`config.mk`:
```
export PLATFORM = sky130hd
export DESIGN_NAME = sequence_generator
export DESIGN_NICKNAME = d
export VERILOG_FILES = /design/src/rtl/seqgen_pkg.sv /design/src/rtl/sequence_generator_step_sync.sv /design/src/rtl/sequence_generator.sv
export SDC_FILE = /design/constraint.sdc
export NUM_CORES = 1
export LEC_CHECK = 0
export ABC_AREA = 1
export CORE_MARGIN = 1.5
export CORE_UTILIZATION = 50
export CTS_CLUSTER_SIZE = 16
export DETAILED_ROUTE_END_ITERATION = 10
export PLACE_DENSITY = 0.75
export SLEW_MARGIN = 20
export SYNTH_ARGS = -nofsm -noshare
export SYNTH_HDL_FRONTEND = slang
export SYNTH_SLANG_ARGS = --single-unit
```
`constraint.sdc`:
```
create_clock -name clk -period 4.08 [get_ports clk]
set_input_delay 0.816 -clock clk [delete_from_list [all_inputs] [get_ports clk]]
set_output_delay 0.816 -clock clk [all_outputs]
set_load 0.01 [all_outputs]
```
`src/rtl/seqgen_pkg.sv`:
```
// ---------------------------------------------------------------------------
// seqgen_pkg
// Shared types and defaults for the serial sequence generator.
//   gen_state_t   : generator FSM state encoding (IDLE / SEND / DONE)
//   DEF_PATTERN_W : default maximum pattern length in bits
// ---------------------------------------------------------------------------
package seqgen_pkg;

    localparam int DEF_PATTERN_W = 8;

    typedef enum logic [1:0] {
        IDLE = 2'd0,
        SEND = 2'd1,
        DONE = 2'd2
    } gen_state_t;

endpackage

```
`src/rtl/sequence_generator_step_sync.sv`:
```
// ---------------------------------------------------------------------------
// step_sync
// Two-flop synchronizer followed by a registered rising-edge detector, for
// switch-style inputs that are asynchronous to clk.
//   clk       in  : system clock
//   reset_n   in  : asynchronous active-low reset
//   async_in  in  : raw asynchronous level
//   pulse_out out : one-cycle pulse, high after the 3rd clk edge following
//                   a rising edge on async_in
// ---------------------------------------------------------------------------
module step_sync (
    input  logic clk,
    input  logic reset_n,
    input  logic async_in,
    output logic pulse_out
);

    logic r_meta;
    logic r_sync;
    logic r_prev;
    logic r_pulse;

    always_ff @(posedge clk or negedge reset_n) begin
        if (!reset_n) begin
            r_meta  <= 1'b0;
            r_sync  <= 1'b0;
            r_prev  <= 1'b0;
            r_pulse <= 1'b0;
        end else begin
            r_meta  <= async_in;
            r_sync  <= r_meta;
            r_prev  <= r_sync;
            // Registered so the pulse carries no combinational path to users.
            r_pulse <= r_sync & ~r_prev;
        end
    end

    assign pulse_out = r_pulse;

endmodule

```
`src/rtl/sequence_generator.sv`:
```
// ---------------------------------------------------------------------------
// sequence_generator
// Serial bit-pattern transmitter. Loads a pattern of 1..PATTERN_W bits and
// shifts it out MSB-first, one bit per synchronized step_raw rising edge.
//   clk        in  : 50 MHz system clock
//   reset_n    in  : asynchronous active-low reset
//   step_raw   in  : raw step switch; each rising edge advances one bit
//   start      in  : load pattern/length and begin (IDLE only)
//   abort      in  : cancel a transmission in SEND, no done pulse
//   repeat_en  in  : restart the pattern after its last bit
//   pattern    in  : bits to send, pattern[length-1] first
//   length     in  : number of bits (0 ignored, >PATTERN_W clamped)
//   data_out   out : current serial bit
//   busy       out : high while in SEND
//   done       out : one-cycle pulse after a non-repeating run completes
//   bit_idx    out : bits remaining including the current one, 0 when idle
// ---------------------------------------------------------------------------
module sequence_generator
    import seqgen_pkg::*;
#(
    parameter int PATTERN_W = DEF_PATTERN_W,
    parameter int CNT_W     = $clog2(PATTERN_W + 1)
) (
    input  logic                 clk,
    input  logic                 reset_n,
    input  logic                 step_raw,
    input  logic                 start,
    input  logic                 abort,
    input  logic                 repeat_en,
    input  logic [PATTERN_W-1:0] pattern,
    input  logic [CNT_W-1:0]     length,
    output logic                 data_out,
    output logic                 busy,
    output logic                 done,
    output logic [CNT_W-1:0]     bit_idx
);

    gen_state_t             r_state;
    gen_state_t             w_state_nxt;
    logic [PATTERN_W-1:0]   r_shreg;
    logic [PATTERN_W-1:0]   r_pat;
    logic [CNT_W-1:0]       r_len;
    logic [CNT_W-1:0]       r_idx;

    logic                   w_step_p;
    logic [CNT_W-1:0]       w_len_clamp;
    logic                   w_start_go;
    logic                   w_last_bit;
    logic                   w_busy;
    logic                   w_done;

    // Left-justify the active bits so the first bit to send sits at the MSB.
    function automatic logic [PATTERN_W-1:0] align_pat(
        input logic [PATTERN_W-1:0] p,
        input logic [CNT_W-1:0]     n
    );
        return p << (CNT_W'(PATTERN_W) - n);
    endfunction

    step_sync u_step_sync (
        .clk       (clk),
        .reset_n   (reset_n),
        .async_in  (step_raw),
        .pulse_out (w_step_p)
    );

    assign w_len_clamp = (length > CNT_W'(PATTERN_W)) ? CNT_W'(PATTERN_W) : length;
    assign w_start_go  = (r_state == IDLE) && start && (length != '0);
    assign w_last_bit  = (r_idx == CNT_W'(1));

    // State register
    always_ff @(posedge clk or negedge reset_n) begin
        if (!reset_n) r_state <= IDLE;
        else          r_state <= w_state_nxt;
    end

    // Next-state logic; abort outranks a coincident step.
    always_comb begin
        w_state_nxt = r_state;
        case (r_state)
            IDLE: if (w_start_go) w_state_nxt = SEND;
            SEND: begin
                if (abort)                                     w_state_nxt = IDLE;
                else if (w_step_p && w_last_bit && !repeat_en) w_state_nxt = DONE;
            end
            DONE:    w_state_nxt = IDLE;
            default: w_state_nxt = IDLE;
        endcase
    end

    // Outputs are decodes of registered state only.
    always_comb begin
        w_busy = 1'b0;
        w_done = 1'b0;
        case (r_state)
            SEND:    w_busy = 1'b1;
            DONE:    w_done = 1'b1;
            default: ;
        endcase
    end

    // Shift register and bit counter. Both are cleared whenever SEND is left
    // so data_out and bit_idx read 0 outside a transmission.
    always_ff @(posedge clk or negedge reset_n) begin
        if (!reset_n) begin
            r_shreg <= '0;
            r_pat   <= '0;
            r_len   <= '0;
            r_idx   <= '0;
        end else begin
            case (r_state)
                IDLE: begin
                    if (w_start_go) begin
                        r_pat   <= pattern;
                        r_len   <= w_len_clamp;
                        r_shreg <= align_pat(pattern, w_len_clamp);
                        r_idx   <= w_len_clamp;
                    end
                end
                SEND: begin
                    if (abort) begin
                        r_shreg <= '0;
                        r_idx   <= '0;
                    end else if (w_step_p) begin
                        if (!w_last_bit) begin
                            r_shreg <= r_shreg << 1;
                            r_idx   <= r_idx - CNT_W'(1);
                        end else if (repeat_en) begin
                            r_shreg <= align_pat(r_pat, r_len);
                            r_idx   <= r_len;
                        end else begin
                            r_shreg <= '0;
                            r_idx   <= '0;
                        end
                    end
                end
                default: begin
                    r_shreg <= '0;
                    r_idx   <= '0;
                end
            endcase
        end
    end

    assign data_out = r_shreg[PATTERN_W-1];
    assign bit_idx  = r_idx;
    assign busy     = w_busy;
    assign done     = w_done;

endmodule

```
### Yosys cells after proc, flatten, opt, wreduce, memory -nomap -nowiden

Index checks and enable logic that the tools add are counted.

* output and inout bits: 7
* flip-flop bits (word level): 30

* reduce and logical (&&, ||, !) cells: 10
* mux-type cells: 19
* magnitude comparators: 1
* equal/unequal tests: 6
* bitwise logic cells: 2
* shift operators: 2
* add/subtract/negate cells: 3

Operators with widths (count)
* two-way mux 8 bit: 5
* two-way mux 4 bit: 6
* one-hot mux 8 bit (2 select lines): 1
* left shift 8 x 4 -> 8 bit: 2
* one-hot mux 4 bit (2 select lines): 1
* subtractor 4 bit, first input constant: 2
* two-way mux 2 bit: 3
* AND reduction 2 bit: 3
* equality test 4 x 1 -> 1 bit, second input constant: 1
* > comparator 4 bit, second input constant: 1
* logical AND 1 bit: 4
* one-hot mux 2 bit (2 select lines): 1
* nonzero test 4 bit: 1
* subtractor 4 x 1 -> 4 bit, second input constant: 1
* != test 3 x 2 -> 1 bit, second input constant: 1
* != test 3 bit, second input constant: 1
* equality test 2 x 1 -> 1 bit, second input constant: 1
* equality test 2 bit, second input constant: 1
* zero test 2 bit: 1
* two-way mux 1 bit: 2
* != test 2 bit, second input constant: 1
* AND 1 bit: 1
* zero test 1 bit: 1
* NOT 1 bit: 1

### Depth between registers and ports, before layout

Gate-level depths: netlist (run 1).

* depth after elaboration: 7
* depth in mapped cells: 14

### Hierarchy

From an unflattened synthesis (run 1), not the netlist that was laid out.

* cells, all modules: 315
* area total of the unflattened synthesis: 2085.8 µm²

Modules (own cells, without submodules)
* sequence_generator: cells each 309, times used 1, area an instance 1975.6 µm²
* step_sync: cells each 6, times used 1, area an instance 110.1 µm²

### Least setup slack after synthesis (run 1)

OpenSTA, ideal clock, no wires.

* path type: input -> register
* from: input length[0]
* to: register r_shreg[6]
* buffers on the path: 2
* stages on the path: 12
* required time: 3.964 ns
* setup time: 0.116 ns
* setup slack: 1.840 ns
* arrival time: 2.124 ns
* cells stage by stage: buf_2 nand2_1 buf_4 ha_1 inv_1 nand3_1 nand2_1 nor2_1 nor2_1 nand3_1 nand2_1 nand2_1

* word-level cells in the longest chain between the ends: 6
* elaborated cells between the ends (all ways): 10

Ends and longest elaborated chain
* start: declaration: RTL line sequence_generator.sv:31 `input logic [CNT_W-1:0] length,`
* > comparator 4 bit: RTL line sequence_generator.sv:67 `assign w_len_clamp = (length > CNT_W'(PATTERN_W)) ? CNT_W'(PATTERN_W) : length;`
* two-way mux 4 bit: RTL line sequence_generator.sv:67
* subtractor 4 bit: RTL line sequence_generator.sv:57 `return p << (CNT_W'(PATTERN_W) - n);`
* left shift 8 x 4 -> 8 bit: RTL line sequence_generator.sv:57
* two-way mux 8 bit: RTL line sequence_generator.sv:113 `if (w_start_go) begin`
* one-hot mux 8 bit (2 select lines): RTL line sequence_generator.sv:111 `case (r_state)`
* end signal: assignment: RTL line sequence_generator.sv:116 `r_shreg <= align_pat(pattern, w_len_clamp);`
* end signal: assignment: RTL line sequence_generator.sv:126 `r_shreg <= r_shreg << 1;`
* end signal: assignment: RTL line sequence_generator.sv:129 `r_shreg <= align_pat(r_pat, r_len);`
* end: declaration: RTL line sequence_generator.sv:40 `logic [PATTERN_W-1:0] r_shreg;`

Several ways; a longest one is shown, not always the timed one. The select of a mux whose other input is x is not followed.
A chain may end at the register's enable or synchronous reset.

### Worst setup path after layout (run 1)

* from: input length[3]
* to: register r_shreg[7]

The elaborated chain is that of the path after synthesis.

==> flow_summary.toml, run 1 <==
[status]
status = "finished clean"

[setup_path]
r2r_setup_slack_ns = 2.06
worstReg2RegEnd = "r_shreg[4]"
crit_path_end_kind = "register"
worst_ep_required_time_ns = 4.27
regToRegStartpoint = "r_len[0]"
crit_path_max_fanout = 11
path_class = "input port to register"
cells_on_worst_reg2reg_path = 9
crit_path_start_kind = "input port"
worst_ep_arrival_time_ns = 2.97

[clock_tree]
cts_inserted_buffers = 5
postCtsResizedCells = 0
cts.repair_timing.setup_buffer_count = 0
clk_pin_slew_ns = 0.07
tritoncts_clock_tree = "built"
ctsHoldBuffers = 0
clock_latency_ns = 0.29
h-tree-depth = 2
cts_buffer_depth = 2
clock_tree.root_cell = "sky130_fd_sc_hd__clkbuf_8"
clkSinkCount = 30

[pwr]
power-per-cell-area_nw_per_um2 = 531
power_leakage_uw = 0.00126
total_power_uw = 1300
irDropWorstVdd_uv = 287

[finish]
filler_cell_count = 392
layout_common_cells = "131 x sky130_fd_sc_hd__nand2_1, 50 x sky130_fd_sc_hd__nand3_1, 30 x sky130_fd_sc_hd__dfrtp_1"
final_core_util_pct = 61.4
layout-drive-gt1-share_pct = 8.67
finalNonFillerCells = 396
fin_nets = 367
n_antenna_cell = 0
most_common_library_cell_in_the_layout_ignoring_fill_and_taps = "sky130_fd_sc_hd__nand2_1"
area.growth.synth_to_final_pct = 17.6

[floorplanning]
chipWidth_um = 67.6
design.die.area_um2 = 4580
die_y_um = 67.6
core_area_um2 = 4000
initial_utilization_pct = 52.2
io_pins = 25
fp-row-count = 23

[global_routing]
grtUsageTotal_pct = 26.6
antenna_found_initial = 0
gr-total-overflow = 0
grt_start_max_net_pins = 31
first_global_vias = 2023
global_route_wire_length_before_repair_mm = 9.03

[route]
drt_wl_total_mm = 5.27
vias_per_cell = 5.32
drtAntennaViolNets = 0
via_count = 2107
post_drt_wl_per_cell_um = 13.3
drc_violations_left = 0
detail_route.iter0.violations = 176
drt_pass1_iterations = 5

[placed_design]
gp_congestion = 0.918
detailedPlacementHpwl_mm = 3.97
placement.io_buffers = 24
placement.setup.worst_slack_ns = 1.05
placedCellCount = 388

[synthesis]
synth.yosys.warnings = 0
asyncSetResetFlopFracSynth_pct = 100
yosys.area.top_type_share_pct = 35.9
yosysSeqAreaShare_pct = 35.9
synthTopCellsByArea = "sky130_fd_sc_hd__dfrtp_1 36%, sky130_fd_sc_hd__nand2_1 24%, sky130_fd_sc_hd__nand3_1 12%"
synthesis.area_per_instance_um2 = 6.51
synth.largest_area_cell = "sky130_fd_sc_hd__dfrtp_1"
ys_seq_elements = 30
ys_types = 22
yosys_most_used_dff = "sky130_fd_sc_hd__dfrtp_1"
syn_area_um2 = 2090
synth_net_count = 343
count_of_flip_flops_with_a_built_in_enable_after_synthesis = 0
syn_inst = 321

[hold_path]
hold_start = "u_step_sync.r_meta"
hp_class = "register to register"
hold_path_depth = 0
hold_end = "u_step_sync.r_sync"

[sta]
timing.slew.headroom_pct = 73.1
postLayoutSetupSlackWorst_ns = 1.30
number_of_failing_hold_endpoints_at_the_final_stage = 0
minimum_period_implied_by_the_final_worst_setup_slack_ns = 2.78
setup-violations-final = 0
grt_setup_unrepaired = "false"
finClkSkew_ns = 0.00546
worstMarginPinSlew_ns = 0.402
final_max_slew_viol_count = 0
fmax_mhz = 360
tns_ns = 0
final_clock_period_utilization_by_the_worst_path_pct = 68.1

[run]
cap_violations = 0
flip-flops by register name, summed over array words and instances (netlist names):
| register | count |
|---|---|
| u_step_sync.pulse_out | 1 |
| r_shreg | 8 |
| u_step_sync.r_sync | 1 |
| u_step_sync.r_meta | 1 |
| r_pat | 8 |
| r_state | 2 |
| u_step_sync.r_prev | 1 |
| r_len | 4 |
| bit_idx | 4 |
area by class of cell:
class | count | area, µm² | area share, %
well taps | 50 | 62.6 | 2.55
inverters | 32 | 120 | 4.89
repair buffers | 25 | 248 | 10.1
clock buffers | 5 | 68.8 | 2.80
flip-flops and latches | 30 | 751 | 30.5
multi-input cells | 251 | 1170 | 47.5
clock inverters | 3 | 40.0 | 1.63
metal layers:
| metal | vias to the layer above | wire (µm) | track usage, % |
|---|---|---|---|
| met5 | - | 0 | 0 |
| met4 | 0 | 106 | 11.2 |
| met3 | 10 | 276 | 4.83 |
| met2 | 68 | 2550 | 44.7 |
| met1 | 963 | 2340 | 33.3 |
| li1 | 1066 | - | - |
logic make-up (layout without fill, tap and decap cells):
| kind of cell | after synthesis | in the layout | synth area share [%] |
|---|---|---|---|
| buffers and inverters | 40 | 65 | 8.20 |
| XOR/XNOR | 2 | 2 | 0.838 |
| adder cells (fa/ha/maj) | 4 | 4 | 2.40 |
| AND/OR/NAND/NOR | 217 | 217 | 45.1 |
| AO/OA/AOI/OAI | 28 | 28 | 7.49 |
| flip-flops | 30 | 30 | 35.9 |
through the flow:
stage | hold WS [ns] | cell area, µm²
final | 0.351 | 2460
after global routing | 0.367 | 2460
after floorplan | 0.331 | 2090
after global placement | 0.338 | 2350
after CTS | 0.352 | 2460
after detailed placement | 0.336 | 2350
critical path: stages:
cell and delay (ns):
sky130_fd_sc_hd__clkdlybuf4s50_1 0.52, sky130_fd_sc_hd__inv_2 0.19, sky130_fd_sc_hd__nand2_1 0.25, sky130_fd_sc_hd__ha_1 0.47
sky130_fd_sc_hd__inv_1 0.21, sky130_fd_sc_hd__nand3_1 0.10, sky130_fd_sc_hd__nand2_1 0.07, sky130_fd_sc_hd__nor2_1 0.04
sky130_fd_sc_hd__nor2_1 0.10, sky130_fd_sc_hd__nand3_1 0.08, sky130_fd_sc_hd__nand2_1 0.06, sky130_fd_sc_hd__nand2_1 0.05
power breakdown:
group	switching, µW	internal (µW)
clock network	123	180
registers	68.1	375
logic	341	217
total	532	772
synth_stat cells (2+ instances only):
library cell / instances
sky130_fd_sc_hd__a21oi_1: 2
sky130_fd_sc_hd__buf_2: 5
sky130_fd_sc_hd__buf_4: 2
sky130_fd_sc_hd__dfrtp_1: 30
sky130_fd_sc_hd__ha_1: 4
sky130_fd_sc_hd__inv_1: 25
sky130_fd_sc_hd__inv_2: 7
sky130_fd_sc_hd__nand2_1: 131
sky130_fd_sc_hd__nand2_2: 6
sky130_fd_sc_hd__nand3_1: 50
sky130_fd_sc_hd__nand4_1: 2
sky130_fd_sc_hd__nor2_1: 21
sky130_fd_sc_hd__nor2_2: 3
sky130_fd_sc_hd__nor2_4: 3
sky130_fd_sc_hd__o21ai_0: 7
sky130_fd_sc_hd__o21ai_1: 15
sky130_fd_sc_hd__o22ai_1: 2
sky130_fd_sc_hd__xor2_1: 2
how the worst max path moves through the flow:
stage | startpoint | to | slack (ns) | cells after the start
final | length[3] | r_shreg[7] | 1.30 | 12
after global routing | length[3] | r_shreg[6] | 1.05 | 12
after CTS | length[3] | r_shreg[7] | 1.33 | 12
after detailed placement | length[3] | r_shreg[7] | 1.05 | 12
after global placement | length[0] | r_shreg[6] | 1.15 | 11
after floorplan | length[0] | r_shreg[6] | 1.84 | 12
No activity file was read; power rests on OpenSTA's default activity.
==> run 2: changes to the inputs <==
Settings changed: PLACE_DENSITY 0.75 to 0.78.
Clock period 4.08 ns to 2.3 ns, I/O delays scaled along.
==> run 2 against run 1 <==
Compared with the run above: sequential power is 77% higher; flip-flop and latch count stayed put; clock skew is 0.0016 ns lower; non-clock buffer count is 9 higher; hold slack better by 0.012 ns; worst setup slack worse by 1.0 ns; critical path depth is 8 lower; global-route usage is 0.18 points higher; routed wire length is 0.70% lower; die area stayed put; register-to-register slack worse by 1.6 ns; clock power is 67% higher.
==> flow_summary.toml, run 2 (synthesized netlist as in run 1, its figures left out) <==
[floorplanning]
core_area_um2 = 4000
design.die.area_um2 = 4580
io_pins = 25
chipWidth_um = 67.6
initial_utilization_pct = 52.2
die_y_um = 67.6
fp-row-count = 23

[clock_tree]
ctsHoldBuffers = 0
clk_pin_slew_ns = 0.06
clock_tree.root_cell = "sky130_fd_sc_hd__clkbuf_8"
cts_buffer_depth = 2
tritoncts_clock_tree = "built"
clock_latency_ns = 0.29
clkSinkCount = 30
cts.repair_timing.setup_buffer_count = 0
postCtsResizedCells = 0
cts_inserted_buffers = 5
h-tree-depth = 2

[setup_path]
worst_ep_arrival_time_ns = 1.54
cp_cell_sequence = "inv_2 -> nand2_1 -> inv_1 -> clkdlybuf4s50_1"
path_class = "register to primary output"
path_delay_family = "buffers and inverters"
crit_path_max_fanout = 3
crit_path_start_kind = "register"
critical_path.n_buffers_inverters = 3
worst_setup_path_startpoint = "r_state[1]"
crit_path_end_kind = "primary output"
end_of_the_critical_path = "busy"
slowest_delay_ns = 0.52
r2r_setup_slack_ns = 0.47
regToRegStartpoint = "r_len[0]"
worst_ep_required_time_ns = 1.84
cp.depth = 4
critPathSlowestCell = "sky130_fd_sc_hd__clkdlybuf4s50_1"
cells_on_worst_reg2reg_path = 9
worstReg2RegEnd = "r_shreg[4]"

[sta]
minimum_period_implied_by_the_final_worst_setup_slack_ns = 2.00
whs_ns = 0.363
final_max_slew_viol_count = 0
setup-violations-final = 0
finClkSkew_ns = 0.00384
number_of_failing_hold_endpoints_at_the_final_stage = 0
worstMarginPinSlew_ns = 0.401
final_clock_period_utilization_by_the_worst_path_pct = 87.0
fmax_mhz = 500
timing.slew.headroom_pct = 73.3
grt_setup_unrepaired = "false"
tns_ns = 0

[global_routing]
global_route_wire_length_before_repair_mm = 9.09
antenna_found_initial = 0
grtUsageTotal_pct = 26.8
gr-total-overflow = 0
first_global_vias = 2035
grt_start_max_net_pins = 31

[route]
post_drt_wl_per_cell_um = 12.9
vias_per_cell = 5.37
detail_route.iter0.violations = 130
drt_wl_total_mm = 5.23
drc_violations_left = 0
via_count = 2173
drtAntennaViolNets = 0
drt_pass1_iterations = 4

[placed_design]
post_dp_cell_area_um2 = 2420
placedCellCount = 397
detailedPlacementHpwl_mm = 4.08
placement.io_buffers = 24
gp_congestion = 0.946

[run]
cap_violations = 0

[pwr]
power_leakage_uw = 0.00130
irDropWorstVdd_uv = 360
power-per-cell-area_nw_per_um2 = 917

[finish]
design_area_um2 = 2530
n_antenna_cell = 0
most_common_library_cell_in_the_layout_ignoring_fill_and_taps = "sky130_fd_sc_hd__nand2_1"
finalNonFillerCells = 405
fin_nets = 376
layout-drive-gt1-share_pct = 11.0
final_core_util_pct = 63.2
area.growth.synth_to_final_pct = 20.9
layout_top_registers = "r_pat: 8 flops, r_shreg: 8 flops"
layout_common_cells = "131 x sky130_fd_sc_hd__nand2_1, 50 x sky130_fd_sc_hd__nand3_1, 30 x sky130_fd_sc_hd__dfrtp_1"

[status]
status = "finished clean"

[hold_path]
hp_class = "register to register"
## run 2: cell count changes in the layout (fill, tap and decap cells not counted), sizes merged
| cell | change |
|---|---|
| clkinv | -2 |
| buf | +9 |
| bufinv | -1 |
| clkbuf | +3 |
## run 2: worst register-to-register path, cell delays in order, from the launching register on
cell and delay, ns:
sky130_fd_sc_hd__dfrtp_1 0.50, sky130_fd_sc_hd__inv_2 0.06, sky130_fd_sc_hd__ha_1 0.42, sky130_fd_sc_hd__inv_2 0.17
sky130_fd_sc_hd__nand3_1 0.11, sky130_fd_sc_hd__a21oi_1 0.18, sky130_fd_sc_hd__nand3_1 0.12, sky130_fd_sc_hd__nand3_1 0.10
sky130_fd_sc_hd__nand2_1 0.05, sky130_fd_sc_hd__nand2_1 0.06
## run 2: area by class of cell
| class | instances | area (µm²) |
|---|---|---|
| sequential | 30 | 751 |
| multi-input combinational | 251 | 1170 |
| fill | 403 | 1470 |
| inverter | 32 | 120 |
| tap | 50 | 62.6 |
| timing repair buffer | 34 | 315 |
| clock buffer | 8 | 110 |
## run 2: where the power goes
| group | total, µW | leakage, µW | switching [µW] | internal [µW] |
|---|---|---|---|---|
| sequential | 785 | 0.000380 | 120 | 665 |
| combinational | 1020 | 0.000866 | 616 | 409 |
| clock | 507 | 0.0000575 | 205 | 302 |
## run 2: worst min-delay path by stage
stage	startpoint	end	slack [ns]	cells after the start
after floorplan	reset_n	bit_idx[0]	0.16	0
after global placement	u_step_sync.r_meta	u_step_sync.r_sync	0.33	0
after detailed placement	u_step_sync.r_meta	u_step_sync.r_sync	0.34	0
after CTS	u_step_sync.r_meta	u_step_sync.r_sync	0.36	0
after global routing	u_step_sync.r_meta	u_step_sync.r_sync	0.37	0
final	u_step_sync.r_meta	u_step_sync.r_sync	0.36	0
## run 2: layer usage
metal / track usage (%) / vias up / share of wire [%]
met5: 0 / - / 0
met4: 13.8 / 0 / 4.0
met3: 5.50 / 21 / 6.2
met2: 42.6 / 75 / 45
met1: 34.2 / 980 / 45
li1: - / 1097 / -
## run 2: stage by stage
step	worst slack (ns)	power (µW)
floorplan	0.416	1490
CTS	0.291	2320
detailed placement	0.0780	1810
finish	0.300	2320
global route	0.186	2520
global placement	0.147	1780
==> run 3: changes to the inputs <==
Settings changed: CTS_BUF_LIST set to sky130_fd_sc_hd__clkbuf_4 sky130_fd_sc_hd__clkbuf_8.
==> results of run 3 <==
Same layout as run 2: the final DEF is identical, and so are final timing and power.
==> edit 1: new RTL, config.mk and constraints of run 3 <==
`DEF_PATTERN_W`: 8 -> 4.
--- a/src/rtl/seqgen_pkg.sv
+++ b/src/rtl/seqgen_pkg.sv
@@ -6,7 +6,7 @@
 // ---------------------------------------------------------------------------
 package seqgen_pkg;
 
-    localparam int DEF_PATTERN_W = 8;
+    localparam int DEF_PATTERN_W = 4;
 
     typedef enum logic [1:0] {
         IDLE = 2'd0,
Ports: changed (resized bit_idx, length and pattern); port bits go from 25 to 19. No check against the original RTL was run, so the function may have changed too.
==> edit 1 against run 3 <==
Critical path depth unchanged; wire length decreased by 51%; clock power decreased by 61%; power decreased by 35%; cell area decreased by 43%; sequential cell count decreased by 10; register-to-register slack improved by 170 ps; worst setup slack improved by 37 ps; area after synthesis decreased by 43%; first-iteration DRC count decreased by 77%; cell count decreased by 47%; largest cell class unchanged; largest power group unchanged.
==> edit 1: results (changes against run 3) <==
htree_num_levels: 1  # was 2
grt_util_all_layers: 0.2160  # was 0.2679
synth_area_leaders: "dfrtp_1, nand2_1, inv_1"  # was dfrtp_1, nand2_1, nand3_1
r2r_cells: 12  # was 9
dpl-instance-area_um2: 1410  # was 2416 um^2
largestRegisters: "r_pat (4), r_shreg (4)"  # was r_pat (8), r_shreg (8)
crit_end: "busy"  # unchanged
skew_ps: 3.112  # was 3.839 ps
grt_max_degree: 21  # was 31
path_clk_slew_ps: 100  # was 60 ps
yosysSeqAreaShare: 0.4197  # was 0.3593
dp_slack_ps: 222.2  # was 78.00 ps
hold-worst-slack_ps: 370.6  # was 362.8 ps
max-slew-margin-rel: 0.8026  # was 0.7326
hold_end: "u_step_sync.r_sync$_DFF_PN0_"  # unchanged
routed-wl-met3_um: 114  # was 325 um
synth_common_cells: "nand2_1, dfrtp_1, inv_1, nand3_1, nor2_1"  # was nand2_1, nand3_1, dfrtp_1, inv_1, nor2_1
synth.avg_cell_area_um2: 7.315  # was 6.509 um^2
port_buffers: 18  # was 24
r2r-start: "bit_idx[1]$_DFFE_PN0P_"  # was r_len[0]$_DFFE_PN0P_
r2r-end: "r_shreg[2]$_DFFE_PN0P_"  # was r_shreg[4]$_DFFE_PN0P_
cts-root-buf: "clkbuf_4"  # was clkbuf_8
wirelength_mm: 2.556  # was 5.229 mm
instances_no_fill: 213  # was 405
viasPerCell: 5.188  # was 5.365
gp_congestion: 0.8720  # was 0.9456
regToRegSetupSlack_ps: 640  # was 470 ps
period_minus_slack_ps: 1963  # was 2000 ps
fin_nets: 202  # was 376
drt_iter0_drc: 30  # was 130
synth_fp_nets: 179  # was 343
cp.arrival_ps: 1500  # was 1540 ps
wl_met1_mm: 1.124  # was 2.340 mm
drive_gt1_frac: 0.09730  # was 0.1099
grt_pass1_wl_mm: 4.215  # was 9.087 mm
synth_top_cell_area_share: 0.4197  # was 0.3593
min-delay-start: "u_step_sync.r_meta$_DFF_PN0_"  # unchanged
outcome: "finished clean"  # unchanged
dp_hpwl_mm: 2.094  # was 4.079 mm
synth.distinct_cells: 25  # was 22
first_global_vias: 1064  # was 2035
cts_inserted_buffers: 3  # was 5
wl_met2_mm: 1.270  # was 2.354 mm
ir_drop_mv: 0.6088  # was 0.3597 mV
edit 1: cell type report:
class / count / area, um^2
Sequential cell: 20 / 500.5
Tap cell: 28 / 35.03
Fill cell: 206 / 787.0
Clock buffer: 4 / 36.28
Multi-Input combinational cell: 120 / 603.1
Inverter: 22 / 83.83
Timing Repair Buffer: 19 / 187.7
edit 1: logic make-up after synthesis:
group	count (synthesis)	synth area share
buffers and inverters	23	0.07450
AO/OA/AOI/OAI	22	0.1154
AND/OR/NAND/NOR	92	0.3347
adder cells (fa/ha/maj)	3	0.03148
flip-flops	20	0.4197
multiplexers	1	0.009443
XOR/XNOR	2	0.01469
edit 1: where the power goes:
group	internal [mW]	total, mW	leakage (nW)	switching, mW
sequential	0.466	0.565	0.251	0.0992
combinational	0.312	0.751	0.467	0.438
clock	0.0964	0.198	0.0210	0.101
total	0.875	1.51	0.738	0.639
edit 1: per-layer routing:
layer	global-route usage	vias up
met4	0.1053	0
met1	0.2472	509
li1	-	558
met2	0.3840	32
met3	0.03736	6
met5	0	-
==> edit 2: new RTL, flow settings as in run 3 <==
Without the edit above. Put a register stage on the outputs `data_out`, `busy` and `done`, cleared by the reset. The values now appear one clock later. The other outputs are not delayed to match. Comments in the files are not updated.
--- a/src/rtl/sequence_generator.sv
+++ b/src/rtl/sequence_generator.sv
@@ -142,10 +142,18 @@
         end
     end
 
-    assign data_out = r_shreg[PATTERN_W-1];
     assign bit_idx  = r_idx;
-    assign busy     = w_busy;
-    assign done     = w_done;
+    always_ff @(posedge clk or negedge reset_n) begin
+        if (!reset_n) begin
+            data_out <= '0;
+            busy     <= '0;
+            done     <= '0;
+        end else begin
+            data_out <= r_shreg[PATTERN_W-1];
+            busy     <= w_busy;
+            done     <= w_done;
+        end
+    end
 
 endmodule
 
Formal check against the unedited RTL: not equivalent (a bounded check fails within 4 cycles, from zero or initial values and one cycle with reset_n low).
==> edit 2 against run 3 <==
Area after synthesis is 3.6% higher; hold slack worse by 13 ps; worst setup slack improved by 32 ps; sequential cell count is 3 higher; cell area grew 2.4%; power rose by 0.70%; wire length increased by 2.9%; cell count grew 0.25%; combinational power hardly changed; critical path depth increased by 8; core utilization grew 0.14 points.
==> edit 2: results (changes against run 3) <==
antennaDiodeCount: 0  # unchanged
dp_slack_ps: 45.25  # was 78.00 ps
viasPerCell: 5.273  # was 5.365
synth_area_leaders: "dfrtp_1, nand2_1, nand3_1"  # unchanged
routed-wl-met3_um: 210  # was 325 um
wl_met1_mm: 2.458  # was 2.340 mm
drive_gt1_frac: 0.1039  # was 0.1099
synth_common_cells: "nand2_1, nand3_1, dfrtp_1, inv_1, nor2_1"  # unchanged
grt_pass1_wl_mm: 9.142  # was 9.087 mm
cp.arrival_ps: 2150  # was 1540 ps
wirelength_mm: 5.379  # was 5.229 mm
power_leakage_nw: 1.333  # was 1.303 nW
dp.cells: 399  # was 397
fin_nets: 378  # was 376
max-slew-margin-rel: 0.6985  # was 0.7326
first_global_vias: 2042  # was 2035
yosysSeqAreaShare: 0.3815  # was 0.3593
dp_hpwl_mm: 4.095  # was 4.079 mm
skew_ps: 7.070  # was 3.839 ps
instances_no_fill: 406  # was 405
synth_fp_nets: 346  # was 343
grt_max_degree: 34  # was 31
ir_drop_mv: 0.3760  # was 0.3597 mV
grt_util_all_layers: 0.2652  # was 0.2679
htree_num_levels: 2  # unchanged
dpl-instance-area_um2: 2496  # was 2416 um^2
outcome: "finished clean"  # unchanged
max_stage_delay_ps: 480  # was 520 ps
synth.avg_cell_area_um2: 6.681  # was 6.509 um^2
wl_met2_mm: 2.560  # was 2.354 mm
## edit 2: changes by cell type after synthesis
cell     change
dfrtp_1      +3
## edit 2: cells by family (layout without fill, tap and decap cells)
family,after synthesis,count (layout),share of synthesized area
compound gates,28,28,0.07225
xor+xnor,2,2,0.008094
fa+ha+maj,4,4,0.02312
buf+inv,40,72,0.07919
flops,33,33,0.3815
simple gates,217,217,0.4358
## edit 2: final timing paths
kind	from	end	slack (ps)	cells past startpoint
worst max-delay path	length[3]	r_shreg[6]$_DFFE_PN0P_	330	12
worst min-delay path	u_step_sync.r_meta$_DFF_PN0_	u_step_sync.r_sync$_DFF_PN0_	350	0
worst max register to register	r_len[0]$_DFFE_PN0P_	r_shreg[0]$_DFFE_PN0P_	430	9
worst min register to register	u_step_sync.r_meta$_DFF_PN0_	u_step_sync.r_sync$_DFF_PN0_	350	0
max in group asynchronous	reset_n	r_len[0]$_DFFE_PN0P_	1400	2
min in group asynchronous	reset_n	r_state[0]$_DFFE_PN0P_	570	2
## edit 2: final cells by class
cell class | count | area, um^2
Timing Repair Buffer | 33 | 320.3
Tap cell | 50 | 62.56
Sequential cell | 33 | 825.8
Fill cell | 386 | 1500
Multi-Input combinational cell | 251 | 1167
Inverter | 32 | 120.1
Clock buffer | 7 | 90.09
## edit 2: power by group
group	total, mW	switching [mW]	internal [mW]
clock	0.462	0.213	0.249
combinational	1.02	0.608	0.412
sequential	0.852	0.123	0.729
## edit 2: routing by layer
layer	vias up	track usage
met2	53	0.4375
met4	0	0.1127
li1	1089	-
met5	-	0
met1	985	0.3398
met3	14	0.04870
